## src/rtl/rpn_pkg.sv

```systemverilog
// rpn_pkg: shared definitions for the RPN evaluation engine.
//   tok_e   - token opcodes carried on tok_type
//   state_e - engine FSM states
//   ERR_*   - error codes reported on err_code
package rpn_pkg;

  typedef enum logic [2:0] {
    TOK_PUSH   = 3'b000,
    TOK_ADD    = 3'b001,
    TOK_SUB    = 3'b010,
    TOK_AND    = 3'b011,
    TOK_OR     = 3'b100,
    TOK_XOR    = 3'b101,
    TOK_RESULT = 3'b110,
    TOK_CLEAR  = 3'b111
  } tok_e;

  typedef enum logic [3:0] {
    S_IDLE  = 4'd0,
    S_PUSH  = 4'd1,
    S_POP_B = 4'd2,
    S_CAP_B = 4'd3,
    S_CAP_A = 4'd4,
    S_WB    = 4'd5,
    S_OUT   = 4'd6,
    S_CLR   = 4'd7,
    S_ERR   = 4'd8
  } state_e;

  localparam logic [1:0] ERR_NONE  = 2'b00;
  localparam logic [1:0] ERR_UNDER = 2'b01;
  localparam logic [1:0] ERR_OVER  = 2'b10;

endpackage

```

## src/rtl/rpn_alu.sv

```systemverilog
// rpn_alu: combinational binary operator for the RPN engine.
//   a_i  - operand second from the top of the stack
//   b_i  - operand on top of the stack
//   op_i - token opcode selecting the operation
//   y_o  - result, mod 2^WIDTH (carry/borrow dropped)
module rpn_alu
  import rpn_pkg::*;
#(
  parameter int WIDTH = 8
) (
  input  logic [WIDTH-1:0] a_i,
  input  logic [WIDTH-1:0] b_i,
  input  tok_e             op_i,
  output logic [WIDTH-1:0] y_o
);

  always_comb begin
    y_o = '0;
    case (op_i)
      TOK_ADD: y_o = a_i + b_i;
      TOK_SUB: y_o = a_i - b_i;
      TOK_AND: y_o = a_i & b_i;
      TOK_OR:  y_o = a_i | b_i;
      TOK_XOR: y_o = a_i ^ b_i;
      default: y_o = '0;
    endcase
  end

endmodule

```

## src/rtl/rpn_engine.sv

```systemverilog
// rpn_engine: Reverse-Polish evaluation engine, sole driver of a stack block.
//   clk, reset           - clock; synchronous active-low reset
//   tok_valid/tok_ready  - token handshake; tok_type opcode, tok_data operand
//   stk_push/stk_pop     - stack strobes (never both high), stk_din write data
//   stk_dout             - popped value, valid the cycle after a pop
//   stk_full/stk_empty   - stack status flags
//   res_valid/res_data   - one-cycle result strobe, data held between strobes
//   err/err_code         - sticky error flag and first error code
module rpn_engine
  import rpn_pkg::*;
#(
  parameter int WIDTH = 8
) (
  input  logic             clk,
  input  logic             reset,
  input  logic             tok_valid,
  output logic             tok_ready,
  input  logic [2:0]       tok_type,
  input  logic [WIDTH-1:0] tok_data,
  output logic             stk_push,
  output logic             stk_pop,
  output logic [WIDTH-1:0] stk_din,
  input  logic [WIDTH-1:0] stk_dout,
  input  logic             stk_full,
  input  logic             stk_empty,
  output logic             res_valid,
  output logic [WIDTH-1:0] res_data,
  output logic             err,
  output logic [1:0]       err_code
);

  state_e           state_q, state_d;
  tok_e             op_q, op_d;
  logic [WIDTH-1:0] data_q, data_d;
  logic [WIDTH-1:0] a_q, a_d;
  logic [WIDTH-1:0] b_q, b_d;
  logic [WIDTH-1:0] res_q, res_d;
  logic             err_q, err_d;
  logic [1:0]       code_q, code_d;
  logic [WIDTH-1:0] alu_y;
  logic             accept;
  logic             push_raw, pop_raw;

  rpn_alu #(.WIDTH(WIDTH)) u_alu (
    .a_i  (a_q),
    .b_i  (b_q),
    .op_i (op_q),
    .y_o  (alu_y)
  );

  // Ready is held low throughout reset so no token can slip in at the reset edge.
  assign tok_ready = reset && ((state_q == S_IDLE) || (state_q == S_ERR));
  assign accept    = tok_valid && tok_ready;

  always_comb begin
    state_d   = state_q;
    op_d      = op_q;
    data_d    = data_q;
    a_d       = a_q;
    b_d       = b_q;
    res_d     = res_q;
    err_d     = err_q;
    code_d    = code_q;
    push_raw  = 1'b0;
    pop_raw   = 1'b0;
    stk_din   = '0;
    res_valid = 1'b0;

    if (accept) begin
      op_d   = tok_e'(tok_type);
      data_d = tok_data;
    end

    case (state_q)
      S_IDLE: begin
        if (accept) begin
          case (tok_e'(tok_type))
            TOK_PUSH:  state_d = S_PUSH;
            TOK_CLEAR: state_d = S_CLR;
            default:   state_d = S_POP_B;  // RESULT and all binary ops
          endcase
        end
      end
      S_PUSH: begin
        if (stk_full) begin
          state_d = S_ERR;
          err_d   = 1'b1;
          code_d  = ERR_OVER;
        end else begin
          push_raw = 1'b1;
          stk_din  = data_q;
          state_d  = S_IDLE;
        end
      end
      S_POP_B: begin
        if (stk_empty) begin
          state_d = S_ERR;
          err_d   = 1'b1;
          code_d  = ERR_UNDER;
        end else begin
          pop_raw = 1'b1;
          state_d = S_CAP_B;
        end
      end
      S_CAP_B: begin
        if (op_q == TOK_RESULT) begin
          res_d   = stk_dout;
          state_d = S_OUT;
        end else if (stk_empty) begin
          state_d = S_ERR;
          err_d   = 1'b1;
          code_d  = ERR_UNDER;
        end else begin
          b_d     = stk_dout;
          pop_raw = 1'b1;
          state_d = S_CAP_A;
        end
      end
      S_CAP_A: begin
        a_d     = stk_dout;
        state_d = S_WB;
      end
      S_WB: begin
        // Two entries were just popped, so there is always room here.
        push_raw = 1'b1;
        stk_din  = alu_y;
        state_d  = S_IDLE;
      end
      S_OUT: begin
        res_valid = 1'b1;
        state_d   = S_IDLE;
      end
      S_CLR: begin
        if (!stk_empty) begin
          pop_raw = 1'b1;
        end else begin
          err_d   = 1'b0;
          code_d  = ERR_NONE;
          state_d = S_IDLE;
        end
      end
      S_ERR: begin
        // Everything except CLEAR is consumed and dropped.
        if (accept && (tok_e'(tok_type) == TOK_CLEAR)) begin
          state_d = S_CLR;
        end
      end
      default: state_d = S_IDLE;
    endcase
  end

  // Reset aborts at once: no strobe reaches the stack in the reset cycle.
  assign stk_push = push_raw && reset;
  assign stk_pop  = pop_raw && reset;

  assign res_data = res_q;
  assign err      = err_q;
  assign err_code = code_q;

  always_ff @(posedge clk) begin
    if (!reset) begin
      state_q <= S_IDLE;
      op_q    <= TOK_PUSH;
      data_q  <= '0;
      a_q     <= '0;
      b_q     <= '0;
      res_q   <= '0;
      err_q   <= 1'b0;
      code_q  <= ERR_NONE;
    end else begin
      state_q <= state_d;
      op_q    <= op_d;
      data_q  <= data_d;
      a_q     <= a_d;
      b_q     <= b_d;
      res_q   <= res_d;
      err_q   <= err_d;
      code_q  <= code_d;
    end
  end

endmodule

```

## config.mk

```make
export PLATFORM = sky130hd
export DESIGN_NAME = rpn_engine
export DESIGN_NICKNAME = d
export VERILOG_FILES = /design/src/rtl/rpn_pkg.sv /design/src/rtl/rpn_alu.sv /design/src/rtl/rpn_engine.sv
export SDC_FILE = /design/constraint.sdc
export NUM_CORES = 1
export LEC_CHECK = 0
export BUFFER_PORTS_ARGS = -buffer_cell sky130_fd_sc_hd__buf_2
export CORE_AREA = 5 5 78 80
export CTS_CLUSTER_DIAMETER = 50
export DETAILED_ROUTE_END_ITERATION = 10
export DIE_AREA = 0 0 83 85
export HOLD_SLACK_MARGIN = 0.06
export PLACE_DENSITY = 0.78
export SYNTH_ARGS = -nofsm -noshare
export SYNTH_HDL_FRONTEND = slang
export SYNTH_SLANG_ARGS = --single-unit
```

## constraint.sdc

```tcl
create_clock -name clk -period 3.25 [get_ports clk]
set_clock_uncertainty 0.15 [all_clocks]
set_input_delay 0.1625 -clock clk [delete_from_list [all_inputs] [get_ports clk]]
set_output_delay 0.1625 -clock clk [all_outputs]
set_load 0.02 [all_outputs]
```

=== After elaboration in Yosys (flattened, before gate mapping) ===
Cells that the tools add are included.

* $add $sub $neg: 2
* Equality and inequality tests: 20
* Muxes and demuxes: 28
* Bitwise operators: 5
* Reductions and logical operators: 14

{| class="wikitable"
|+ Operators with widths
! kind !! number
|-
| $pmux 8 s5 || 1
|-
| $mux 4 || 7
|-
| $pmux 4 s7 || 1
|-
| $eq 4x3->1 const B || 4
|-
| $pmux 8 s2 || 1
|-
| $eq 3x3->1 const B || 4
|-
| $add 8x8->8 || 1
|-
| $and 8x8->8 || 1
|-
| $eq 4x2->1 const B || 2
|-
| $mux 1 || 8
|-
| $mux 2 || 4
|-
| $mux 8 || 1
|-
| $ne 2x2->1 const B || 4
|-
| $or 8x8->8 || 1
|-
| $pmux 2 s4 || 1
|-
| $sub 8x8->8 || 1
|-
| $xor 8x8->8 || 1
|-
| $eq 3x2->1 const B || 2
|-
| $pmux 3 s2 || 1
|-
| $reduce_and 3->1 || 2
|-
| $logic_and 1x1->1 || 5
|-
| $eq 4x1->1 const B || 1
|-
| $eq 4x4->1 const B || 1
|-
| $logic_not 4->1 || 1
|-
| 11 further kinds || 13
|}

* Register bits: 42
* Input bits: 24
* Output and inout port bits: 23
* Logic and storage cells: 77

=== Longest topological paths before layout ===
Gate-level depths: netlist (run 1).

* Word-level depth: 7
* Gate-level depth with buffers: 13
* Gate-level depth less buffers: 11

=== Modules after synthesis ===
From an unflattened synthesis (run 1), not the netlist that was laid out.

* Cell total of the unflattened synthesis: 350
* Area total of the unflattened synthesis: 2847.7 µm²

{| class="wikitable"
|+ Modules (own cells, without submodules)
! module !! instances !! cells each !! area an instance (µm²) !! seq. area each (µm²)
|-
| rpn_engine || 1 || 217 || 1875.5 || 840.8
|-
| rpn_alu || 1 || 133 || 972.2 || 0.0
|}

=== Worst setup path after synthesis (run 1) ===
Ideal clock, no wire load.

* Path type: register -> output
* Start point: register op_q[1]
* End point: output stk_din[5]
* Data arrival time: 2602 ps
* Slack: 335 ps
* Cell stages (with the launch flop): 14
* Cell sequence: dfxtp_1 > buf_4 > nor2b_4 > nor2b_1 > buf_4 > mux2_2 > inv_1 > ha_1 > nor2b_1 > o21ai_0 > o21ai_0 > xor2_1 > a221oi_1 > o21ai_0

* Longest elaborated chain between the ends: 3
* Elaborated cells between the ends (all ways): 7
* Classes of those cells: eq/ne (5); mux (2)

{| class="wikitable"
|+ RTL lines
! element !! line !! text
|-
| start: declaration || rpn_engine.sv:33 || <nowiki>tok_e op_q, op_d;</nowiki>
|-
| start signal: assignment || rpn_engine.sv:172 || <nowiki>op_q <= op_d;</nowiki>
|-
| $eq 3x3->1 (tied with other cells) || rpn_alu.sv:19 || <nowiki>case (op_i)</nowiki>
|-
| $pmux 8 s5 (*) || rpn_alu.sv:19 ||
|-
| $pmux 8 s2 (*) || rpn_engine.sv:74 || <nowiki>case (state_q)</nowiki>
|-
| end: declaration || rpn_engine.sv:22 || <nowiki>output logic [WIDTH-1:0] stk_din,</nowiki>
|}

Every way passes the cells marked *; elsewhere a longest branch is shown, timed or not.

=== Worst setup path in the final report (run 1) ===
* Start point: register op_q[1]
* End point: output stk_din[6]

Same word-level chain as after synthesis.

==> flow_metrics.py, run 1 <==
metrics = {
    "status": {
        "outcome": "completed",
    },
    "place": {
        "post_dp_hpwl_um": 4950,
        "port-buffer-count": 46,
        "post-place-cells": 457,
        "post_dp_cell_area_um2": 3140,
        "gp_routability_congestion": 0.915,
    },
    "clock_tree": {
        "clk_transition_reported_paths_ps": 90,
        "ctsLongestPathBuffers": 2,
        "cts_root_buffer": "sky130_fd_sc_hd__clkbuf_8",
        "cts_tree": "done",
        "number_of_buffers_inserted_during_clock_tree_synthesis": 5,
        "ctsHtreeMaxLevel": 2,
        "clk_latency_ps": 310,
        "cts_sinks": 42,
    },
    "timing": {
        "finalHoldViolCount": 0,
        "setup_viol_count_final": 0,
        "rsz_0062_raised_after_global_routing": "true",
        "setup_tns_after_final_layout_ps": 0,
        "finalCriticalPeriod_ps": 3180,
        "final-max-slew-violation-count": 0,
        "tightest_pin_transition_ps": 812,
        "max_freq_ghz": 0.314,
        "timing.slew.headroom_pct": 45.4,
        "layout_worst_path_cycle_share_pct": 97.9,
    },
    "floorplan": {
        "placeableCoreArea_um2": 5340,
        "floorplan.die.width_um": 83,
        "io_pins": 47,
        "die_height_um": 85,
        "floorplan.die_area_um2": 7060,
        "start_util_pct": 54.3,
        "rows": 27,
    },
    "final_layout": {
        "final_cell_mix": "55 x sky130_fd_sc_hd__nand2_1, 45 x sky130_fd_sc_hd__buf_2, 38 x sky130_fd_sc_hd__dfxtp_1",
        "flow.area_growth_from_synthesis_pct": 20.6,
        "stdcell_count": 486,
        "most_common_cell_after_layout_fill_and_taps_aside": "sky130_fd_sc_hd__nand2_1",
        "postLayoutCellArea_um2": 3490,
        "finalCoreUtilization_pct": 65.5,
        "drive_gt1_share_pct": 19.8,
        "diodes": 0,
        "number_of_nets_in_the_finished_design": 462,
    },
    "detailed_routing": {
        "detail-route-antenna-nets": 0,
        "routed-via-count": 2630,
        "initialDrtViolationCount": 135,
        "route.top_layer_used": "met4",
        "viasPerCell": 5.41,
        "met3RoutedLength_um": 279,
        "detail_route.wirelength.met1_um": 3370,
        "finalWirelength_um": 6880,
        "routedWlPerCell_um": 14.1,
        "detail_route.first_pass.iterations": 4,
        "detailroute.wirelength.met2_um": 3120,
        "drc_errors": 0,
    },
    "logic_synthesis": {
        "synth_compound_gate_area_share_pct": 19.1,
        "synth_seq_area_share_pct": 29.0,
        "count_of_warnings_emitted_by_yosys": 0,
        "main_combinational_cell_family_by_area_after_synthesis": "simple AND/OR/NAND/NOR gates",
        "netlist.area_leader.share_pct": 29.0,
        "post_synthesis_net_count": 403,
        "xor_xnor_fraction_of_synth_area_pct": 3.63,
        "muxShareOfSynthArea_pct": 6.26,
        "post_synth.cell_area_avg_um2": 8.18,
        "biggest_area_contributors_in_the_synthesized_netlist": "sky130_fd_sc_hd__dfxtp_1 29%, sky130_fd_sc_hd__ha_1 10%, sky130_fd_sc_hd__nand2_1 7.1%",
        "post_synth_instance_area_um2": 2900,
        "yosys.area_share.adder_pct": 11.1,
        "ys_seq_elements": 42,
        "cell_accounting_for_the_most_synthesized_area": "sky130_fd_sc_hd__dfxtp_1",
        "yosys.cell_types.count": 54,
        "post_synth_simple_gate_area_pct": 23.9,
        "postSynthCellCount": 354,
    },
    "worst_setup_path": {
        "path_max_fanout": 5,
        "critical_path.slowest_cell": "sky130_fd_sc_hd__ha_1",
        "critical_path.cell_chain": "nor2b_4, nor2b_4, buf_6, a21oi_4, xnor2_2, ha_1, o21a_1, o31a_1, o21a_1, or3_1, a31oi_1, o21ai_1, buf_4",
        "worst_setup_path_end_kind": "output pin",
        "reg_to_reg_start": "state_q[0]",
        "crit_path_max_incr_delay_ps": 350,
        "path_class": "flip-flop to output pin",
        "worst-endpoint-required_ps": 2940,
        "startpoint_type": "flip-flop",
        "arrival_time_worst_endpoint_ps": 2870,
        "worst_setup_path_startpoint": "op_q[1]",
    },
    "global_routing": {
        "grt_remaining_overflow": 0,
        "track_usage_pct": 20.3,
        "grt_pass1_vias": 2571,
        "grt_pass1_wl_um": 12100,
        "grt_antenna_before_repair": 0,
        "grt_start_max_net_pins": 46,
    },
    "hold_path": {
        "min-delay-path-class": "input pin to flip-flop",
        "min-delay-start": "stk_empty",
    },
    "power": {
        "maximum_vdd_ir_drop_uv": 324,
        "leakagePower_nw": 1.52,
        "powerDensity_nw_per_um2": 473,
    },
    "run": {
        "maxCapViolCount": 0,
    },
}
-- flip-flops by register name (all words and copies together) (netlist names) --
signal,flops
op_q,3
err_code,2
a_q,8
err,1
res_data,8
b_q,8
data_q,8
state_q,4
-- through the flow --
stage                     total power, mW  setup WS [ps]  hold slack (ps)
after floorplan                      1.12            335              111
after detailed placement             1.24            239              202
after global placement               1.23            349              197
final                                1.65           69.2             99.6
after global routing                 1.77          -92.6              118
after CTS                            1.64           19.2             83.8
-- worst paths after layout --
| kind | end | slack (ps) | cells past startpoint |
|---|---|---|---|
| worst max-delay path | stk_din[6] | 70 | 13 |
| worst max register to register | state_q[1] | 1070 | 5 |
| worst min register to register | data_q[3] | 310 | 2 |
| worst min-delay path | err | 100 | 3 |
-- critical path, delay by kind of cell, from the launching register on --
family	cells	cell delay (ps)
simple gates	3	650
fa+ha+maj	1	350
compound gates	6	780
xor+xnor	1	140
flops	1	330
buf+inv	2	310
-- cells by family (layout without fill, tap and decap cells) --
logic type / count (synthesis) / after routing
AND/OR/NAND/NOR: 134 / 134
buffers and inverters: 43 / 103
multiplexers: 18 / 18
adder cells (fa/ha/maj): 25 / 25
XOR/XNOR: 12 / 12
flip-flops: 42 / 42
AO/OA/AOI/OAI: 80 / 80
-- synthesized netlist by cell type (all sizes together) --
cell and n:
o31a 1, buf 13, a21o 3, nand2b 5
clkbuf 8, a41oi 1, a2111oi 1, nor2b 25
xnor2 10, inv 22, o22ai 2, a22o 8
o211a 1, xor2 2, ha 24, nand4b 4
mux2i 17, a2bb2oi 1, nor3 3, o211ai 1
o21a 4, a21boi 11, a221oi 3, o21ai 19
mux2 1, a221o 2, nor3b 1, dfxtp 42
a211oi 2, and3 1, o221a 1, nor4b 1
a31oi 4, nand2 55, fa 1, nand3 15
nor4 2, or3 4, nor2 15, and2 3
a21oi 15
-- repair_timing --
item,in CTS,in global routing
buffers inserted,0,2
pin swaps,0,2
gates resized for setup,2,14
endpoints found under the setup margin,2,5
endpoints found under the hold margin,35,0
hold buffers,19,0
-- power breakdown --
group	internal, mW	switching [mW]	leakage (nW)	total (mW)
Clock	0.161	0.216	0.0506	0.377
Combinational	0.276	0.343	1.13	0.618
Sequential	0.576	0.0823	0.343	0.658
Total	1.01	0.641	1.52	1.65
-- cell type report --
class / count / area, um^2
inverter: 22 / 82.6
clock buffer: 5 / 68.8
multi-input combinational: 269 / 1890
timing repair buffer: 73 / 487
sequential: 42 / 848
fill: 489 / 1840
clock inverter: 3 / 28.8
tap: 72 / 90.1
-- metal layers --
layer  vias up  GRT usage, %
met1      1237          27.4
met4         0          5.50
met5         -             0
met2        52          32.8
li1       1334             -
met3         7          4.37
Power figures use the tool's default switching activity.
==> run 2: changes to the inputs <==
- clock period: 3.25 -> 3.92 ns (I/O delays scaled with it)
==> flow_metrics.py, run 2 (synthesized netlist as in run 1, its figures left out) <==
metrics = {
    "timing": {
        "rsz_0062_raised_after_global_routing": "false",
        "timing.slew.headroom_pct": 40.1,
        "tightest_pin_transition_ps": 897,
        "setup_viol_count_final": 0,
        "finalHoldViolCount": 0,
        "final-max-slew-violation-count": 0,
        "layout_worst_path_cycle_share_pct": 91.2,
        "worst_hold_slack_ps": 151,
        "max_freq_ghz": 0.280,
        "setup_tns_after_final_layout_ps": 0,
        "finalCriticalPeriod_ps": 3580,
        "setup_slack_ps": 344,
    },
    "detailed_routing": {
        "drc_errors": 0,
        "detail-route-antenna-nets": 0,
        "initialDrtViolationCount": 93,
        "detail_route.wirelength.met1_um": 3270,
        "finalWirelength_um": 6790,
        "detail_route.first_pass.iterations": 4,
        "route.top_layer_used": "met4",
        "met3RoutedLength_um": 334,
        "routed-via-count": 2647,
        "viasPerCell": 5.53,
        "detailroute.wirelength.met2_um": 3090,
        "routedWlPerCell_um": 14.2,
    },
    "worst_setup_path": {
        "path_max_fanout": 9,
        "worst-endpoint-required_ps": 3570,
        "worst_setup_path_end_kind": "output pin",
        "worst-r2r-setup-slack_ps": 1550,
        "crit_path_end": "stk_din[5]",
        "path_class": "flip-flop to output pin",
        "r2r_end": "res_data[6]",
        "reg_to_reg_start": "state_q[0]",
        "arrival_time_worst_endpoint_ps": 3230,
        "r2r_cells": 4,
        "startpoint_type": "flip-flop",
        "worst_setup_path_startpoint": "op_q[1]",
    },
    "power": {
        "maximum_vdd_ir_drop_uv": 334,
        "p_sw_share_pct": 34.9,
        "net-switching-power_uw": 507,
        "clockPowerShare_pct": 28.7,
        "part_of_the_power_in_registers_pct": 38.3,
        "combPwrFrac_pct": 33.0,
        "leakagePower_nw": 1.50,
        "powerDensity_nw_per_um2": 422,
        "intPower_uw": 944,
    },
    "clock_tree": {
        "ctsLongestPathBuffers": 2,
        "clk_transition_reported_paths_ps": 80,
        "cts_sinks": 42,
        "cts_root_buffer": "sky130_fd_sc_hd__clkbuf_8",
        "clk_latency_ps": 290,
        "number_of_buffers_inserted_during_clock_tree_synthesis": 5,
        "ctsHtreeMaxLevel": 2,
        "cts_tree": "done",
    },
    "final_layout": {
        "final_cell_mix": "55 x sky130_fd_sc_hd__nand2_1, 46 x sky130_fd_sc_hd__buf_2, 42 x sky130_fd_sc_hd__dfxtp_1",
        "flow.area_growth_from_synthesis_pct": 18.6,
        "layout.filler_cells": 473,
        "number_of_nets_in_the_finished_design": 455,
        "diodes": 0,
        "multiInputGateArea_um2": 1860,
        "most_common_cell_after_layout_fill_and_taps_aside": "sky130_fd_sc_hd__nand2_1",
        "layout.area.seq_um2": 841,
        "drive_gt1_share_pct": 16.5,
    },
    "place": {
        "gp_routability_congestion": 0.943,
        "post_dp_hpwl_um": 4960,
        "dpl_worst_slack_ps": 539,
        "port-buffer-count": 46,
    },
    "floorplan": {
        "rows": 27,
        "floorplan.die_area_um2": 7060,
        "placeableCoreArea_um2": 5340,
        "floorplan.die.width_um": 83,
        "die_height_um": 85,
        "start_util_pct": 54.3,
        "io_pins": 47,
    },
    "global_routing": {
        "grt_remaining_overflow": 0,
        "grt_pass1_vias": 2569,
        "grt_pass1_wl_um": 11400,
        "grt_start_max_net_pins": 47,
        "grt_antenna_before_repair": 0,
        "track_usage_pct": 19.3,
    },
    "run": {
        "maxCapViolCount": 0,
    },
    "hold_path": {
        "min-delay-start": "stk_empty",
        "min_delay_path_depth": 3,
        "min-delay-path-class": "input pin to flip-flop",
    },
    "status": {
        "outcome": "completed",
    },
}
==> run 2: what timing repair did <==
action,in CTS,in global routing
endpoints found under the setup margin,0,2
hold buffers,19,0
setup buffers,0,0
resized for setup,0,1
endpoints found under the hold margin,31,0
==> run 2: worst min path at each step <==
stage / end / slack [ps]
final: err / 150
after global routing: err / 170
after global placement: data_q[0] / 230
after floorplan: data_q[0] / 140
after CTS: err / 150
after detailed placement: data_q[2] / 240
==> run 2: critical path, cell delays in order, from the launching register on <==
cell and delay [ps]:
sky130_fd_sc_hd__dfxtp_1 500, sky130_fd_sc_hd__nor2b_4 220, sky130_fd_sc_hd__nor2b_2 330, sky130_fd_sc_hd__mux2_2 410
sky130_fd_sc_hd__inv_1 60, sky130_fd_sc_hd__ha_1 210, sky130_fd_sc_hd__nor2b_1 120, sky130_fd_sc_hd__o21ai_0 200
sky130_fd_sc_hd__o21ai_0 180, sky130_fd_sc_hd__xor2_1 170, sky130_fd_sc_hd__a221oi_1 260, sky130_fd_sc_hd__o21ai_0 100
sky130_fd_sc_hd__buf_2 180
==> run 2: area by class of cell <==
cell class                      count  area share [%]
Timing Repair Buffer               66            12.5
Clock inverter                      3            2.00
Sequential cell                    42            24.5
Multi-Input combinational cell    269            54.0
Inverter                           22            2.40
Clock buffer                        5            2.00
Tap cell                           72            2.62
==> run 2: metrics by stage <==
| stage | area (um^2) | power, mW | util, % | cells |
|---|---|---|---|---|
| 6_report | 3430 | 1.45 | 64.3 | 479 |
| 5_1_grt | 3430 | 1.54 | 64.3 | 479 |
| 4_1_cts | 3430 | 1.45 | 64.3 | 479 |
| 3_5_place_dp | 3100 | 1.02 | 58.2 | 452 |
| 3_3_place_gp | 3100 | 1.01 | 58.2 | 452 |
| 2_1_floorplan | 2900 | 0.930 | - | 354 |
==> run 2: metal layers <==
metal | global-route usage [%] | up-vias
met2 | 32.3 | 78
met3 | 4.08 | 10
met4 | 5.65 | 0
met5 | 0 | -
met1 | 25.1 | 1240
li1 | - | 1319
==> run 2: power groups by stage <==
stage          clock network [mW]  registers (mW)  logic [mW]
2_1_floorplan                   0           0.533       0.397
3_3_place_gp                    0           0.559       0.452
3_5_place_dp                    0           0.562       0.461
4_1_cts                     0.421           0.553       0.479
5_1_grt                     0.440           0.564       0.534
6_report                    0.416           0.555       0.479
==> run 3: changes to the inputs <==
- RECOVER_POWER: not set -> 100
==> flow_metrics.py, run 3 (synthesized netlist as in run 1, its figures left out) <==
metrics = {
    "place": {
        "post_dp_cell_area_um2": 3100,
        "gp_routability_congestion": 0.943,
        "port-buffer-count": 46,
        "post_dp_hpwl_um": 4960,
    },
    "timing": {
        "tightest_pin_transition_ps": 888,
        "final-max-slew-violation-count": 0,
        "finalCriticalPeriod_ps": 3630,
        "worst_hold_slack_ps": 152,
        "setup_tns_after_final_layout_ps": 0,
        "rsz_0062_raised_after_global_routing": "false",
        "setup_viol_count_final": 0,
        "layout_worst_path_cycle_share_pct": 92.7,
        "timing.slew.headroom_pct": 40.7,
        "finalHoldViolCount": 0,
        "max_freq_ghz": 0.275,
    },
    "global_routing": {
        "grt_remaining_overflow": 0,
        "grt_pass1_vias": 2569,
        "grt_antenna_before_repair": 0,
        "grt_pass1_wl_um": 11400,
        "track_usage_pct": 19.3,
        "grt_start_max_net_pins": 47,
    },
    "clock_tree": {
        "number_of_buffers_inserted_during_clock_tree_synthesis": 5,
        "cts_root_buffer": "sky130_fd_sc_hd__clkbuf_8",
        "post-cts-setup-buffer-count": 0,
        "clk_transition_reported_paths_ps": 80,
        "ctsLongestPathBuffers": 2,
        "cts_sinks": 42,
        "cts_tree": "done",
        "clk_latency_ps": 290,
        "ctsHtreeMaxLevel": 2,
    },
    "run": {
        "maxCapViolCount": 0,
    },
    "floorplan": {
        "start_util_pct": 54.3,
        "rows": 27,
        "floorplan.die_area_um2": 7060,
        "floorplan.die.width_um": 83,
        "io_pins": 47,
        "placeableCoreArea_um2": 5340,
        "die_height_um": 85,
    },
    "detailed_routing": {
        "initialDrtViolationCount": 80,
        "drc_errors": 0,
        "routedWlPerCell_um": 14.2,
        "routed-via-count": 2633,
        "finalWirelength_um": 6810,
        "detail-route-antenna-nets": 0,
        "detail_route.first_pass.iterations": 4,
        "viasPerCell": 5.50,
    },
    "final_layout": {
        "drive_gt1_share_pct": 11.1,
        "final_cell_mix": "55 x sky130_fd_sc_hd__nand2_1, 42 x sky130_fd_sc_hd__dfxtp_1, 28 x sky130_fd_sc_hd__buf_2",
        "diodes": 0,
        "number_of_nets_in_the_finished_design": 455,
        "layout.filler_cells": 487,
        "postLayoutCellArea_um2": 3390,
        "finalCoreUtilization_pct": 63.5,
        "most_common_cell_after_layout_fill_and_taps_aside": "sky130_fd_sc_hd__nand2_1",
        "flow.area_growth_from_synthesis_pct": 17.0,
    },
    "worst_setup_path": {
        "path_max_fanout": 9,
        "arrival_time_worst_endpoint_ps": 3290,
        "path_class": "flip-flop to output pin",
        "worst_setup_path_end_kind": "output pin",
        "worst-r2r-setup-slack_ps": 1360,
        "reg_to_reg_start": "state_q[0]",
        "r2r_cells": 5,
        "r2r_end": "state_q[1]",
        "startpoint_type": "flip-flop",
        "worst-endpoint-required_ps": 3570,
    },
    "power": {
        "p_sw_share_pct": 34.8,
        "leakagePower_nw": 1.41,
        "clockPowerShare_pct": 29.1,
        "intPower_uw": 926,
        "powerDensity_nw_per_um2": 419,
        "part_of_the_power_in_registers_pct": 38.6,
        "maximum_vdd_ir_drop_uv": 334,
        "net-switching-power_uw": 495,
        "power_mw": 1.42,
        "combPwrFrac_pct": 32.3,
    },
    "hold_path": {
        "min-delay-path-class": "input pin to flip-flop",
        "min_delay_path_depth": 3,
        "min-delay-start": "stk_empty",
        "whs_endpoint": "err",
    },
    "status": {
        "outcome": "completed",
    },
}
## run 3: cell count changes in the layout (fill, tap and decap cells not counted), sizes merged
cell and delta:
clkbuf +18, buf -18
## run 3: what timing repair did
action	CTS	global route
endpoints found under the setup margin	0	2
resized for setup	0	1
hold buffers	19	0
endpoints found under the hold margin	31	0
## run 3: worst max-delay path by stage
stage | from | end | slack, ps | cells past startpoint
after CTS | op_q[1] | stk_din[5] | 220 | 12
after floorplan | op_q[1] | stk_din[5] | 970 | 13
after global placement | op_q[1] | stk_din[5] | 670 | 12
final | op_q[1] | stk_din[5] | 290 | 12
after detailed placement | op_q[1] | stk_din[5] | 540 | 12
after global routing | op_q[1] | stk_din[7] | 80 | 12
## run 3: critical path, stage by stage (launching register included)
cell and delay, ps:
sky130_fd_sc_hd__dfxtp_1 510, sky130_fd_sc_hd__nor2b_4 220, sky130_fd_sc_hd__nor2b_2 330, sky130_fd_sc_hd__mux2_1 400
sky130_fd_sc_hd__inv_1 70, sky130_fd_sc_hd__ha_1 210, sky130_fd_sc_hd__nor2b_1 120, sky130_fd_sc_hd__o21ai_0 200
sky130_fd_sc_hd__o21ai_0 180, sky130_fd_sc_hd__xor2_1 170, sky130_fd_sc_hd__a221oi_1 290, sky130_fd_sc_hd__o21ai_0 110
sky130_fd_sc_hd__buf_2 190
## run 3: power by group through the flow
stage                     Combinational (mW)  Clock [mW]  Sequential (mW)
after floorplan                        0.397           0            0.533
after global placement                 0.452           0            0.559
after detailed placement               0.461           0            0.562
after CTS                              0.479       0.421            0.553
after global routing                   0.512       0.440            0.557
final                                  0.459       0.414            0.548
## run 3: area by class of cell
type	instances	area, um^2	area share [%]
Timing Repair Buffer	66	407	12.0
Clock inverter	3	68.8	2.03
Clock buffer	5	68.8	2.03
Tap cell	72	90.1	2.66
Multi-Input combinational cell	269	1830	54.0
Sequential cell	42	841	24.8
Inverter	22	82.6	2.44
## run 3: routing by layer
metal  wire length, um  vias to the layer above  GRT usage (%)
li1                  -                     1321              -
met1              3330                     1237           25.1
met2              3110                       66           32.3
met3               278                        9           4.08
met4                90                        0           5.65
met5                 0                        -              0
## run 3: stage by stage
step	worst slack, ps	cells
3_3_place_gp	674	452
2_1_floorplan	972	354
5_1_grt	75.8	479
3_5_place_dp	539	452
6_report	286	479
4_1_cts	218	479
